## config.mk

```make
export PLATFORM = sky130hd
export DESIGN_NAME = sram_byte_bridge_flat
export DESIGN_NICKNAME = d
export VERILOG_FILES = /design/src/rtl/sram_bridge_pkg.sv /design/src/rtl/sram_byte_bridge_if.sv /design/src/rtl/sram_bridge_rsp_ser.sv /design/src/rtl/sram_byte_bridge.sv /design/src/flat_wrapper.sv
export SDC_FILE = /design/constraint.sdc
export NUM_CORES = 1
export LEC_CHECK = 0
export BUFFER_PORTS_ARGS = -buffer_cell sky130_fd_sc_hd__buf_4
export CORE_ASPECT_RATIO = 0.5
export CORE_UTILIZATION = 25
export CTS_BUF_LIST = sky130_fd_sc_hd__clkbuf_16
export DETAILED_ROUTE_END_ITERATION = 10
export PLACE_DENSITY_LB_ADDON = 0.25
export SYNTH_ARGS = -nofsm -noshare
export SYNTH_HDL_FRONTEND = slang
export SYNTH_HIERARCHICAL = 1
export SYNTH_SLANG_ARGS = --single-unit
```

## constraint.sdc

```tcl
create_clock -name clk -period 1.9 [get_ports clk]
set_input_delay 0 -clock clk [delete_from_list [all_inputs] [get_ports clk]]
set_output_delay 0 -clock clk [all_outputs]
set_load 0.02 [all_outputs]
```

## src/rtl/sram_bridge_pkg.sv

```systemverilog
// Shared types and constants for the byte-wide SRAM bridge.
// Frame header layout, FSM states and the byte-mask expander.
package sram_bridge_pkg;

  localparam int ADDR_W = 10;
  localparam int DATA_W = 32;

  localparam logic [7:0] ACK_BYTE = 8'h5A;

  localparam int HDR_WR     = 7;
  localparam int HDR_BM_HI  = 6;
  localparam int HDR_BM_LO  = 3;
  localparam int HDR_AHI_HI = 1;

  typedef enum logic [2:0] {
    S_HDR,
    S_ADDR,
    S_WDATA,
    S_WRITE,
    S_ACK,
    S_READ,
    S_RWAIT,
    S_RSP
  } state_t;

  function automatic logic [DATA_W-1:0] bm_expand(
    input logic [3:0] m
  );
    return {{8{m[3]}}, {8{m[2]}},
            {8{m[1]}}, {8{m[0]}}};
  endfunction

endpackage

```

## src/rtl/sram_byte_bridge_if.sv

```systemverilog
// Byte command and response channels between host and bridge.
// Both channels move a byte on valid && ready at a rising edge.
interface sram_byte_bridge_if;

  logic [7:0] cmd_data_i;
  logic       cmd_valid_i;
  logic       cmd_ready_o;
  logic [7:0] rsp_data_o;
  logic       rsp_valid_o;
  logic       rsp_ready_i;

  modport slave (
    input  cmd_data_i,
    input  cmd_valid_i,
    output cmd_ready_o,
    output rsp_data_o,
    output rsp_valid_o,
    input  rsp_ready_i
  );

  modport master (
    output cmd_data_i,
    output cmd_valid_i,
    input  cmd_ready_o,
    input  rsp_data_o,
    input  rsp_valid_o,
    output rsp_ready_i
  );

endinterface

```

## src/rtl/sram_bridge_rsp_ser.sv

```systemverilog
// Response serializer: loads a word (or the ack byte) and
// emits it LSB first, holding each byte until it is taken.
module sram_bridge_rsp_ser
  import sram_bridge_pkg::*;
(
  input  logic              clk,
  input  logic              rst_n,
  input  logic              load,
  input  logic [DATA_W-1:0] word,
  input  logic [2:0]        count,
  output logic [7:0]        data,
  output logic              valid,
  input  logic              ready,
  output logic              done
);

  logic [DATA_W-1:0] sh;
  logic [2:0]        left;

  assign data = sh[7:0];
  assign done = valid && ready && (left == 3'd1);

  // Load a new response or shift one byte out per transfer.
  always_ff @(posedge clk or negedge rst_n) begin
    if (!rst_n) begin
      sh    <= '0;
      left  <= '0;
      valid <= 1'b0;
    end else if (load) begin
      sh    <= word;
      left  <= count;
      valid <= (count != 3'd0);
    end else if (valid && ready) begin
      sh    <= {8'h00, sh[DATA_W-1:8]};
      left  <= left - 3'd1;
      valid <= (left != 3'd1);
    end
  end

endmodule

```

## src/rtl/sram_byte_bridge.sv

```systemverilog
// Byte-framed command bridge onto a 1024x32 SRAM macro port.
// Frame: header, address low byte, then four data bytes for writes.
module sram_byte_bridge
  import sram_bridge_pkg::*;
#(
  parameter int READ_LATENCY = 1,
  parameter bit WRITE_ACK    = 1'b1
) (
  input  logic              clk,
  input  logic              rst_n,
  sram_byte_bridge_if.slave bus,
  output logic [ADDR_W-1:0] sram_addr_o,
  output logic [DATA_W-1:0] sram_bm_o,
  output logic [DATA_W-1:0] sram_din_o,
  output logic              sram_wen_o,
  output logic              sram_ren_o,
  output logic              sram_men_o,
  input  logic [DATA_W-1:0] sram_dout_i
);

  localparam logic [1:0] LAT_LAST =
    2'(READ_LATENCY - 1);

  state_t      state;
  logic        cmd_ready;
  logic        acc;
  logic        hdr_wr;
  logic [3:0]  hdr_bm;
  logic [1:0]  hdr_ahi;
  logic [7:0]  addr_lo;
  logic [23:0] wbuf;
  logic [1:0]  bcnt;
  logic [1:0]  wcnt;

  logic              ser_load;
  logic              ser_done;
  logic [DATA_W-1:0] ser_word;
  logic [2:0]        ser_count;
  logic [7:0]        rsp_data;
  logic              rsp_valid;

  assign acc             = bus.cmd_valid_i && cmd_ready;
  assign bus.cmd_ready_o = cmd_ready;
  assign bus.rsp_data_o  = rsp_data;
  assign bus.rsp_valid_o = rsp_valid;

  // The ack is loaded during the WEN cycle; read data is
  // loaded on the edge where the macro output is valid.
  always_comb begin
    ser_load  = 1'b0;
    ser_word  = sram_dout_i;
    ser_count = 3'd4;
    if (state == S_WRITE) begin
      ser_load  = WRITE_ACK;
      ser_word  = {24'h0, ACK_BYTE};
      ser_count = 3'd1;
    end else if (state == S_RWAIT) begin
      ser_load = (wcnt == LAT_LAST);
    end
  end

  // Frame FSM with registered SRAM port and cmd_ready.
  always_ff @(posedge clk or negedge rst_n) begin
    if (!rst_n) begin
      state       <= S_HDR;
      cmd_ready   <= 1'b0;
      hdr_wr      <= 1'b0;
      hdr_bm      <= '0;
      hdr_ahi     <= '0;
      addr_lo     <= '0;
      wbuf        <= '0;
      bcnt        <= '0;
      wcnt        <= '0;
      sram_addr_o <= '0;
      sram_bm_o   <= '0;
      sram_din_o  <= '0;
      sram_wen_o  <= 1'b0;
      sram_ren_o  <= 1'b0;
      sram_men_o  <= 1'b0;
    end else begin
      sram_wen_o <= 1'b0;
      sram_ren_o <= 1'b0;
      sram_men_o <= 1'b0;
      unique case (state)
        S_HDR: begin
          cmd_ready <= 1'b1;
          if (acc) begin
            hdr_wr  <= bus.cmd_data_i[HDR_WR];
            hdr_bm  <= bus.cmd_data_i[HDR_BM_HI:HDR_BM_LO];
            hdr_ahi <= bus.cmd_data_i[HDR_AHI_HI:0];
            state   <= S_ADDR;
          end
        end
        S_ADDR: begin
          if (acc && hdr_wr) begin
            addr_lo <= bus.cmd_data_i;
            bcnt    <= '0;
            state   <= S_WDATA;
          end else if (acc) begin
            cmd_ready   <= 1'b0;
            sram_ren_o  <= 1'b1;
            sram_men_o  <= 1'b1;
            sram_addr_o <= {hdr_ahi, bus.cmd_data_i};
            sram_bm_o   <= bm_expand(hdr_bm);
            state       <= S_READ;
          end
        end
        S_WDATA: begin
          if (acc) begin
            wbuf <= {bus.cmd_data_i, wbuf[23:8]};
            bcnt <= bcnt + 2'd1;
            if (bcnt == 2'd3) begin
              cmd_ready   <= 1'b0;
              sram_wen_o  <= 1'b1;
              sram_men_o  <= 1'b1;
              sram_addr_o <= {hdr_ahi, addr_lo};
              sram_bm_o   <= bm_expand(hdr_bm);
              sram_din_o  <= {bus.cmd_data_i, wbuf};
              state       <= S_WRITE;
            end
          end
        end
        S_WRITE: begin
          if (WRITE_ACK) begin
            state <= S_ACK;
          end else begin
            cmd_ready <= 1'b1;
            state     <= S_HDR;
          end
        end
        S_READ: begin
          wcnt  <= '0;
          state <= S_RWAIT;
        end
        S_RWAIT: begin
          if (wcnt == LAT_LAST) begin
            state <= S_RSP;
          end else begin
            wcnt <= wcnt + 2'd1;
          end
        end
        S_ACK, S_RSP: begin
          if (ser_done) begin
            cmd_ready <= 1'b1;
            state     <= S_HDR;
          end
        end
        default: state <= S_HDR;
      endcase
    end
  end

  sram_bridge_rsp_ser u_ser (
    .clk   (clk),
    .rst_n (rst_n),
    .load  (ser_load),
    .word  (ser_word),
    .count (ser_count),
    .data  (rsp_data),
    .valid (rsp_valid),
    .ready (bus.rsp_ready_i),
    .done  (ser_done)
  );

endmodule

```

## src/flat_wrapper.sv

```systemverilog
// flat-port wrapper written by rule: the top's interface ports become plain ports
module sram_byte_bridge_flat import sram_bridge_pkg::*;
#(
  parameter int READ_LATENCY = 1,
  parameter bit WRITE_ACK    = 1'b1
)
  (clk, rst_n, sram_addr_o, sram_bm_o, sram_din_o, sram_wen_o, sram_ren_o, sram_men_o, sram_dout_i, bus_cmd_data_i, bus_cmd_valid_i, bus_cmd_ready_o, bus_rsp_data_o, bus_rsp_valid_o, bus_rsp_ready_i);
  sram_byte_bridge_if bus_i ();
  input  logic clk;
  input  logic rst_n;
  output logic [ADDR_W-1:0] sram_addr_o;
  output logic [DATA_W-1:0] sram_bm_o;
  output logic [DATA_W-1:0] sram_din_o;
  output logic sram_wen_o;
  output logic sram_ren_o;
  output logic sram_men_o;
  input  logic [DATA_W-1:0] sram_dout_i;
  input wire logic [$bits(bus_i.cmd_data_i)-1:0] bus_cmd_data_i;
  input wire logic [$bits(bus_i.cmd_valid_i)-1:0] bus_cmd_valid_i;
  output wire logic [$bits(bus_i.cmd_ready_o)-1:0] bus_cmd_ready_o;
  output wire logic [$bits(bus_i.rsp_data_o)-1:0] bus_rsp_data_o;
  output wire logic [$bits(bus_i.rsp_valid_o)-1:0] bus_rsp_valid_o;
  input wire logic [$bits(bus_i.rsp_ready_i)-1:0] bus_rsp_ready_i;
  assign bus_i.cmd_data_i = bus_cmd_data_i;
  assign bus_i.cmd_valid_i = bus_cmd_valid_i;
  assign bus_cmd_ready_o = bus_i.cmd_ready_o;
  assign bus_rsp_data_o = bus_i.rsp_data_o;
  assign bus_rsp_valid_o = bus_i.rsp_valid_o;
  assign bus_i.rsp_ready_i = bus_rsp_ready_i;
  sram_byte_bridge #(.READ_LATENCY(READ_LATENCY), .WRITE_ACK(WRITE_ACK)) u_core (.clk(clk), .rst_n(rst_n), .bus(bus_i), .sram_addr_o(sram_addr_o), .sram_bm_o(sram_bm_o), .sram_din_o(sram_din_o), .sram_wen_o(sram_wen_o), .sram_ren_o(sram_ren_o), .sram_men_o(sram_men_o), .sram_dout_i(sram_dout_i));
endmodule
```

After elaboration in Yosys (flattened, before gate mapping)
Cells that the tools add are included.
{"block": "totals", "regBits": 160, "out_inout_bits": 87}
{"block": "op_classes", "addsub": 3, "eq_ne": 20, "n_mux": 46, "n_reduce_logical": 21}
{"cell": "$mux 32", "count": 7}
{"cell": "$pmux 32 s2", "count": 1}
{"cell": "$mux 10", "count": 4}
{"cell": "$mux 3", "count": 10}
{"cell": "$pmux 3 s7", "count": 1}
{"cell": "$pmux 10 s2", "count": 1}
{"cell": "$mux 1", "count": 15}
{"cell": "$eq 3x3->1 const B", "count": 4}
{"cell": "$ne 2x1->1 const B", "count": 6}
{"cell": "$reduce_and 6->1", "count": 2}
{"cell": "$pmux 2 s2", "count": 2}
{"cell": "$reduce_and 2->1", "count": 4}
{"cell": "$eq 3x1->1 const B", "count": 2}
{"cell": "$eq 3x2->1 const B", "count": 2}
{"cell": "$mux 2", "count": 3}
{"cell": "$ne 2x2->1 const B", "count": 3}
{"cell": "$ne 3x1->1 const B", "count": 2}
{"cell": "$reduce_and 3->1", "count": 2}
{"cell": "$reduce_bool 2->1", "count": 3}
{"cell": "$reduce_and 5->1", "count": 1}
{"cell": "$add 2x1->2 const B", "count": 2}
{"cell": "$logic_and 1x1->1", "count": 4}
{"cell": "$pmux 1 s4", "count": 1}
{"cell": "$reduce_bool 4->1", "count": 1}
{"cell": "7 further kinds", "count": 7}

Depth between registers and ports, before layout
Gate-level depths: netlist (run 1).
{"block": "depth", "depth_word": 4, "depth_mapped": 8, "ltp_nobuf": 7}

Modules after synthesis
The synthesis (run 1) kept the hierarchy.
{"module": "sram_byte_bridge", "n_inst": 1, "cells_per_inst": 333, "area_each_um2": 4418.0, "seq_area_each_um2": 2402.3}
{"module": "sram_bridge_rsp_ser", "n_inst": 1, "cells_per_inst": 170, "area_each_um2": 1714.1, "seq_area_each_um2": 900.9}

Worst setup path before layout (run 1)
Ideal clock, no wire load.
{"block": "synth_timing", "path_type": "register to register", "from": "register u_core.state[0]", "to": "register u_core.sram_addr_o[0]", "setup_time_ns": 0.125, "t_arrival_ns": 1.556, "required_time_ns": 1.775, "path_slack_ns": 0.219, "path_stages_with_launch": 8, "path_buffers": 3, "path_cell_list": "dfrtp_1 -> buf_4 -> nor3b_2 -> buf_6 -> nand3_4 -> o21ai_4 -> buf_12 -> mux2_4"}
{"block": "synth_between", "elab_chain_cells": 3, "word_cells_on_any_way": 9, "classes_between": "eq/ne (6); mux (1); reduce/logical (2)"}
{"item": "start: declaration", "line": "sram_byte_bridge.sv:24", "rtl": "state_t state;"}
{"item": "start signal: assignment", "line": "sram_byte_bridge.sv:65", "rtl": "state <= S_HDR;"}
{"item": "start signal: assignment", "line": "sram_byte_bridge.sv:91", "rtl": "state <= S_ADDR;"}
{"item": "start signal: assignment", "line": "sram_byte_bridge.sv:98", "rtl": "state <= S_WDATA;"}
{"item": "$eq 3x2->1 or $eq 3x1->1 (tied branches)", "line": "sram_byte_bridge.sv:84", "rtl": "unique case (state)"}
{"item": "$ne 2x1->1 (no line) (tied with other cells)"}
{"item": "$reduce_and 5->1 (no line)"}
{"item": "end signal: assignment", "line": "sram_byte_bridge.sv:103", "rtl": "sram_addr_o <= {hdr_ahi, bus.cmd_data_i};"}
{"item": "end signal: assignment", "line": "sram_byte_bridge.sv:116", "rtl": "sram_addr_o <= {hdr_ahi, addr_lo};"}
{"item": "end: declaration", "line": "sram_byte_bridge.sv:12", "rtl": "output logic [ADDR_W-1:0] sram_addr_o,"}
Parallel ways exist; a longest one is shown, timed or not.
A chain may end at the register's enable or synchronous reset.

Worst setup path in the final report (run 1)
{"block": "layout_timing", "from": "register u_core.state[2]", "to": "register u_core.sram_addr_o[1]"}
The elaborated chain is that of the path after synthesis.

==> results of run 1 <==
## synth_stat cells (all sizes together)
library cell  instances
nor2b                 5
nor2                  7
o2bb2ai               2
a311oi                1
and3b                 1
ha                    4
nand3                 4
a211oi                1
mux2i                25
dfrtp               132
and2                 30
a21o                  1
clkbuf               16
a22oi                 1
mux2                 93
xnor2                 1
o211ai                1
nand2                55
conb                  1
nand2b                7
xor2                  1
o31ai                 1
inv                   8
a31oi                 1
o21ai                43
o21a                  1
a21oi                 9
buf                  47
nand3b                2
nor3b                 2
## flip-flops by register name, indices dropped and copies added, names as in the netlist
| register | cells |
|---|---|
| u_core/sram_din_o | 32 |
| u_core/u_ser/sh | 32 |
| u_core/wbuf | 24 |
| u_core/sram_addr_o | 10 |
| u_core/addr_lo | 8 |
| u_core/hdr_bm | 4 |
| u_core/sram_bm_o | 4 |
| u_core/state | 3 |
| u_core/u_ser/left | 3 |
| u_core/bcnt | 2 |
| u_core/hdr_ahi | 2 |
| u_core/wcnt | 2 |
| u_core/bus.cmd_ready_o | 1 |
| u_core/hdr_wr | 1 |
| u_core/sram_men_o | 1 |
| u_core/sram_ren_o | 1 |
| u_core/sram_wen_o | 1 |
| u_core/u_ser/valid | 1 |
## worst max-delay path, cell delays in order (launching register included)
cell	delay, ns
dfrtp_1	0.46
nor3b_2	0.34
buf_4	0.26
mux2_2	0.34
mux2_2	0.26
## power groups by stage
stage               Clock (W)  Combinational (W)  Sequential [W]
floorplan                   0           0.000262         0.00295
global route          0.00350           0.000601         0.00290
finish                0.00324           0.000538         0.00290
detailed placement          0           0.000480         0.00295
CTS                   0.00336           0.000555         0.00290
global placement            0           0.000473         0.00295
## repair_timing
item,in CTS,in global routing
buffers inserted,0,0
hold buffers,43,0
hold endpoints to repair,125,0
setup endpoints to repair,0,0
## how the worst max path moves through the flow
stage | startpoint | to | slack (ns) | cells past startpoint
global route | u_core/state[2] | u_core/sram_addr_o[1] | 0.03 | 4
finish | u_core/state[2] | u_core/sram_addr_o[1] | 0.12 | 4
floorplan | u_core/state[0] | u_core/sram_addr_o[0] | 0.22 | 7
detailed placement | u_core/state[2] | u_core/sram_addr_o[3] | 0.13 | 4
global placement | u_core/state[2] | u_core/sram_addr_o[2] | 0.15 | 4
CTS | u_core/state[2] | u_core/sram_addr_o[1] | 0.11 | 4
## kinds of logic after synthesis
family                   count (synthesis)  share of synthesized area
flip-flops                             132                      0.539
multiplexers                           118                      0.217
AND/OR/NAND/NOR                        113                     0.0953
buffers and inverters                   71                     0.0804
AO/OA/AOI/OAI                           62                     0.0569
adder cells (fa/ha/maj)                  4                    0.00816
XOR/XNOR                                 2                    0.00286
other                                    1                   0.000612
## cell type report
cell class / instances / share of cell area
Multi-Input combinational cell: 301 / 0.283
Clock inverter: 14 / 0.0184
Inverter: 8 / 0.00362
Timing Repair Buffer: 191 / 0.198
Clock buffer: 17 / 0.0513
Sequential cell: 132 / 0.398
Tap cell: 315 / 0.0475
## stage by stage
step | area [um^2] | power (W) | hold slack (ns) | cells
2_1_floorplan | 6140 | 0.00321 | -0.296 | 504
5_1_grt | 8300 | 0.00701 | 0.138 | 978
6_report | 8300 | 0.00668 | 0.111 | 978
3_3_place_gp | 7290 | 0.00342 | 0.0149 | 904
3_5_place_dp | 7290 | 0.00343 | 0.0164 | 904
4_1_cts | 8300 | 0.00682 | 0.126 | 978
## layer usage
layer / routed length [um] / track usage
met4: 80 / 0.0274
met1: 6400 / 0.142
met3: 714 / 0.0473
met2: 6530 / 0.195
met5: 0 / 0
==> summary.txt, run 1 <==
Status = completed
Part of the power in combinational logic = 0.080
Crit path time final = 1.78 ns
Net Switching = 0.00162 W
HP Class = primary input to async pin
Initial DRC Count = 184
Register-to-Register Setup Slack = 0.12 ns
Post-Syn Area = 6130 um^2
Bufs on Longest Clock Path = 2
Area share of the largest cell type after synthesis = 0.539
DPL Wire Length = 8.95 mm
Sequential fraction of design power = 0.434
Worst VDD drop = 0.594 mV
Remaining global-route overflow = 0
Number of nets still failing antenna checks after routing = 0
Area used by multi-input combinational logic = 2350 um^2
Crit Reg-Reg Endpoint = u_core/sram_addr_o[1]
Finished Core Util = 0.345
R2r startpoint = u_core/state[2]
Core area = 24000 um^2
Starting Density = 0.255
Worst skew pair latency = 0.42 ns
Layout cell share with drive strength beyond 1 = 0.418
Sequential share of the synthesized area = 0.539
Vias = 4029
Drt drc = 0
First-pass iteration count of the detailed router = 4
CTS resizes = 0
Final WS setup = 0.118 ns
Clk pwr share = 0.486
Sw Share = 0.242
Die X = 223 um
Largest net degree at the start of global routing = 56
Setup_tns = 0 ns
WP data required = 2.20 ns
Area Growth Syn to Fin = 35.3%
Initial antenna violation count = 0
Clk slew on worst S/H paths = 0.06 ns
Mean Syn Cell Area = 12.2 um^2
Fmax achieved = 561 MHz
I/O Buffers = 130
Die Ht = 113 um
Cell Int Power = 0.00506 W
Root Driver = clkbuf_16
Sequential cell area = 3300 um^2
H-tree depth = 4
Cell taking the most area after synthesis = dfrtp_1
Commonest non-fill, non-tap cells in the layout = 139 x buf_4, 132 x dfrtp_1, 84 x mux2_2
Critical Path AT = 2.08 ns
Nets = 699
YS warnings = 6
Routed vias/inst = 4.12
DRT Wirelength = 13.7 mm
Cells after Synth = 503
Commonest non-fill, non-tap cell in the layout = buf_4
Final Skew = 0.0113 ns
Rows = 40
RSZ-0062 raised after global routing = no
Max FO, Critical Path = 9
P_leak = 4.22 nW
Worst Reg-to-Reg Cells = 4
Fin. Hold Viols = 0
Slew Limit Headroom = 0.619
Full die area = 25200 um^2
Global-route wire length before repair = 22.9 mm
I/O pin cnt = 131
Crit path launch type = flip-flop
Number of synthesized register bits = 132
Pwr per Cell Area = 805 nW/um^2
CTS tree = built
Final setup violation count = 0
Num Clock Sinks = 132
WL/cell = 14.0 um
Post-synth cell types = 39
Final Cycle Share = 0.938
ANT cells = 0
Slew Viols, Final = 0
Max-capacitance violation count = 0
CP endpoint kind = flip-flop
Inserted Clock Buffers = 17
Place WS = 0.130 ns
Vias in the first global route = 4271
Number of fill cells = 2401
Ranking of synthesized cells by area = dfrtp_1 54%, mux2_2 15%, buf_4 4.8%
WS Path Type = flip-flop to flip-flop
Worst Tran Pin Value = 0.572 ns
Total GRT Usage = 0.117
RePlAce Congestion = 0.726
No activity file was read; power rests on OpenSTA's default activity.
==> run 2: changes to the inputs <==
- ABC_AREA: default -> 1
==> summary.txt, run 2 <==
Final setup violation count = 0 (unchanged)
Sequential share of the synthesized area = 0.544 (+0.00488)
Crit-path most repeated cell = nand2_4
Area Growth Syn to Fin = 33.5%
Crit path launch type = flip-flop
Layout cell share with drive strength beyond 1 = 0.229 (-0.189)
RSZ-0062 raised after global routing = no
WL met3 = 539 um (-25%)
ANT cells = 0 (unchanged)
Fmax achieved = 593 MHz (+5.6%)
Die X = 222 um (-0.45%)
Worst Reg-to-Reg Cells = 7 (+3)
WS Path Type = flip-flop to flip-flop
Async set-or-reset flop fraction in the synthesized netlist = 1.00 (unchanged)
Fin. Hold Viols = 0 (unchanged)
Ranking of synthesized cells by area = dfrtp_1 54%, nand2_1 12%, o21ai_0 6.8%
CP peak stage delay = 0.46 ns (about the same)
Top-count cell post-synth = nand2_1
P_leak = 4.23 nW (+0.33%)
Status = completed
Remaining global-route overflow = 0 (unchanged)
Vias = 5013 (+24%)
Clk pwr share = 0.499 (+0.013)
WP data required = 2.23 ns (+0.03 ns)
Die Ht = 112 um (-0.44%)
Area used by multi-input combinational logic = 2010 um^2 (-15%)
Clk slew on worst S/H paths = 0.06 ns (about the same)
YS warnings = 6 (unchanged)
Worst skew pair latency = 0.42 ns (about the same)
Drt drc = 0 (unchanged)
Place WS = 0.133 ns (+0.00373 ns)
Synth Flop Type = dfrtp_1
Cell taking the most area after synthesis = dfrtp_1
Total GRT Usage = 0.130 (+0.0124)
Mean Syn Cell Area = 8.39 um^2 (-31%)
Starting Density = 0.261 (+0.00528)
Crit path max-delay cell type = dfrtp_1
Inserted Clock Buffers = 17 (unchanged)
Critical Path AT = 2.02 ns (-0.06 ns)
Initial antenna violation count = 0 (unchanged)
Part of the power in combinational logic = 0.043 (-0.037)
Post-synth EDFFs = 0 (unchanged)
Largest net degree at the start of global routing = 47 (-16%)
Final Skew = 0.0122 ns (+0.000956 ns)
Post-synth cell types = 27 (-31%)
Cell Int Power = 0.00465 W (-8.2%)
Bufs on Longest Clock Path = 2 (unchanged)
Slew Limit Headroom = 0.652 (+0.0337)
Highest metal used = met4
Worst Tran Pin Value = 0.520 ns (-0.0520 ns)
Full die area = 25000 um^2 (-0.89%)
Nets = 912 (+30%)
CP endpoint kind = flip-flop
RePlAce Congestion = 0.778 (+7.2%)
I/O Buffers = 130 (unchanged)
Cells after Synth = 724 (+44%)
Register-to-Register Setup Slack = 0.21 ns (+0.09 ns)
Net Switching = 0.00149 W (-8.0%)
Number of fill cells = 2396 (-0.21%)
HP Class = primary input to flip-flop
Critical path, cell by cell = nor2_2 -> nand2_2 -> nor2_4 -> nand2_4 -> nand2_4 -> nor2_1 -> a21oi_1
Global-route wire length before repair = 25.7 mm (+12%)
Sequential cell area = 3300 um^2 (unchanged)
First-pass iteration count of the detailed router = 4 (unchanged)
Area share of the largest cell type after synthesis = 0.544 (+0.00488)
R2r startpoint = u_core/state[2]
Commonest non-fill, non-tap cells in the layout = 189 x nand2_1, 140 x buf_4, 132 x dfrtp_1
Sequential fraction of design power = 0.458 (+0.024)
Vias in the first global route = 5071 (+19%)
Worst VDD drop = 0.559 mV (-6.0%)
Final WS setup = 0.213 ns (+0.0947 ns)
Setup_tns = 0 ns (unchanged)
Core area = 23300 um^2 (-2.9%)
Max-capacitance violation count = 0 (unchanged)
Met2 wire length = 7.36 mm (+13%)
Slew Viols, Final = 0 (unchanged)
DPL Wire Length = 10.4 mm (+16%)
Worst setup endpoint = u_core/sram_addr_o[3]
Crit Reg-Reg Endpoint = u_core/sram_addr_o[3]
Number of synthesized register bits = 132 (unchanged)
Pwr per Cell Area = 756 nW/um^2 (-6.1%)
Commonest non-fill, non-tap cell in the layout = nand2_1
WL/cell = 12.9 um (-8.2%)
Max FO, Critical Path = 30 (+21)
Commonest cells post-synth = 189 x nand2_1, 132 x dfrtp_1, 82 x o21ai_0, 80 x inv_1, 59 x nand3_1
Number of nets still failing antenna checks after routing = 0 (unchanged)
Num Clock Sinks = 132 (unchanged)
CTS tree = built
DRT Wirelength = 15.3 mm (+11%)
Rows = 39 (-2.5%)
Sw Share = 0.243 (+0.000429)
Regs by FF count = u_core/sram_din_o: 32 flops, u_core/u_ser/sh: 32 flops, u_core/wbuf: 24 flops
Root Driver = clkbuf_16
Routed vias/inst = 4.23 (+2.8%)
Worst Hold Margin = 0.0360 ns (-0.0752 ns)
H-tree depth = 4 (unchanged)
Met1 WL = 7.27 mm (+14%)
Initial DRC Count = 241 (+31%)
Crit path from = u_core/state[2]
I/O pin cnt = 131 (unchanged)
Crit path time final = 1.69 ns (-0.0947 ns)
Post-Syn Area = 6080 um^2 (-0.90%)
Final Cycle Share = 0.888 (-0.0498)
-- run 2: changes by cell type after synthesis, sizes merged, moves of 30 or more --
cell,change
inv,+78
o21ai,+46
and2,-30
nand2,+140
mux2,-93
nor2,+55
nand3,+56
-- run 2: final cells by class --
class / count / area share
flip-flops and latches: 132 / 0.407
multi-input cells: 440 / 0.247
repair buffers: 186 / 0.190
clock buffers: 17 / 0.0524
well taps: 307 / 0.0473
inverters: 87 / 0.0406
clock inverters: 15 / 0.0151
-- run 2: timing repair --
item / 4_1_cts / 5_1_grt
setup buffers: 0 / 0
endpoints found under the hold margin: 170 / 0
hold buffers: 41 / 0
setup endpoints to repair: 0 / 25
gates resized for setup: 0 / 3
-- run 2: routing by layer --
| layer | up-vias | track usage |
|---|---|---|
| met4 | 0 | 0.0423 |
| met3 | 8 | 0.0301 |
| li1 | 2514 | - |
| met2 | 99 | 0.212 |
| met5 | - | 0 |
| met1 | 2392 | 0.170 |
-- run 2: critical path: cells and delay by family, from the launching register on --
family | cells | cell delay, ns
simple gates | 6 | 1.02
flops | 1 | 0.46
compound gates | 1 | 0.12
-- run 2: through the flow --
stage / area [um^2] / utilization / total power (W) / std cells
CTS: 8110 / 0.348 / 0.00624 / 1184
global placement: 7150 / 0.307 / 0.00306 / 1111
detailed placement: 7150 / 0.307 / 0.00306 / 1111
floorplan: 6080 / - / 0.00291 / 725
global route: 8110 / 0.348 / 0.00640 / 1184
finish: 8110 / 0.348 / 0.00614 / 1184
-- run 2: logic make-up (layout without fill, tap and decap cells) --
group                    Yosys count  after routing  synth area share
AND/OR/NAND/NOR                  328            328             0.230
buffers and inverters            153            305             0.128
AO/OA/AOI/OAI                    106            106            0.0904
flip-flops                       132            132             0.544
other                              1              2          0.000617
adder cells (fa/ha/maj)            4              4           0.00824
-- run 2: worst min path at each step --
stage	from	endpoint	cells after the start
4_1_cts	sram_dout_i[22]	u_core/u_ser/sh[22]	7
3_3_place_gp	rst_n	u_core/u_ser/sh[26]	1
3_5_place_dp	rst_n	u_core/u_ser/sh[26]	1
5_1_grt	sram_dout_i[22]	u_core/u_ser/sh[22]	7
6_report	sram_dout_i[22]	u_core/u_ser/sh[22]	7
2_1_floorplan	rst_n	u_core/addr_lo[0]	0
-- run 2: power groups by stage --
stage          clock network, W  logic (W)  registers, W
6_report                0.00306   0.000263       0.00281
5_1_grt                 0.00329   0.000299       0.00281
4_1_cts                 0.00316   0.000271       0.00281
3_5_place_dp                  0   0.000203       0.00286
3_3_place_gp                  0   0.000202       0.00286
2_1_floorplan                 0  0.0000440       0.00286
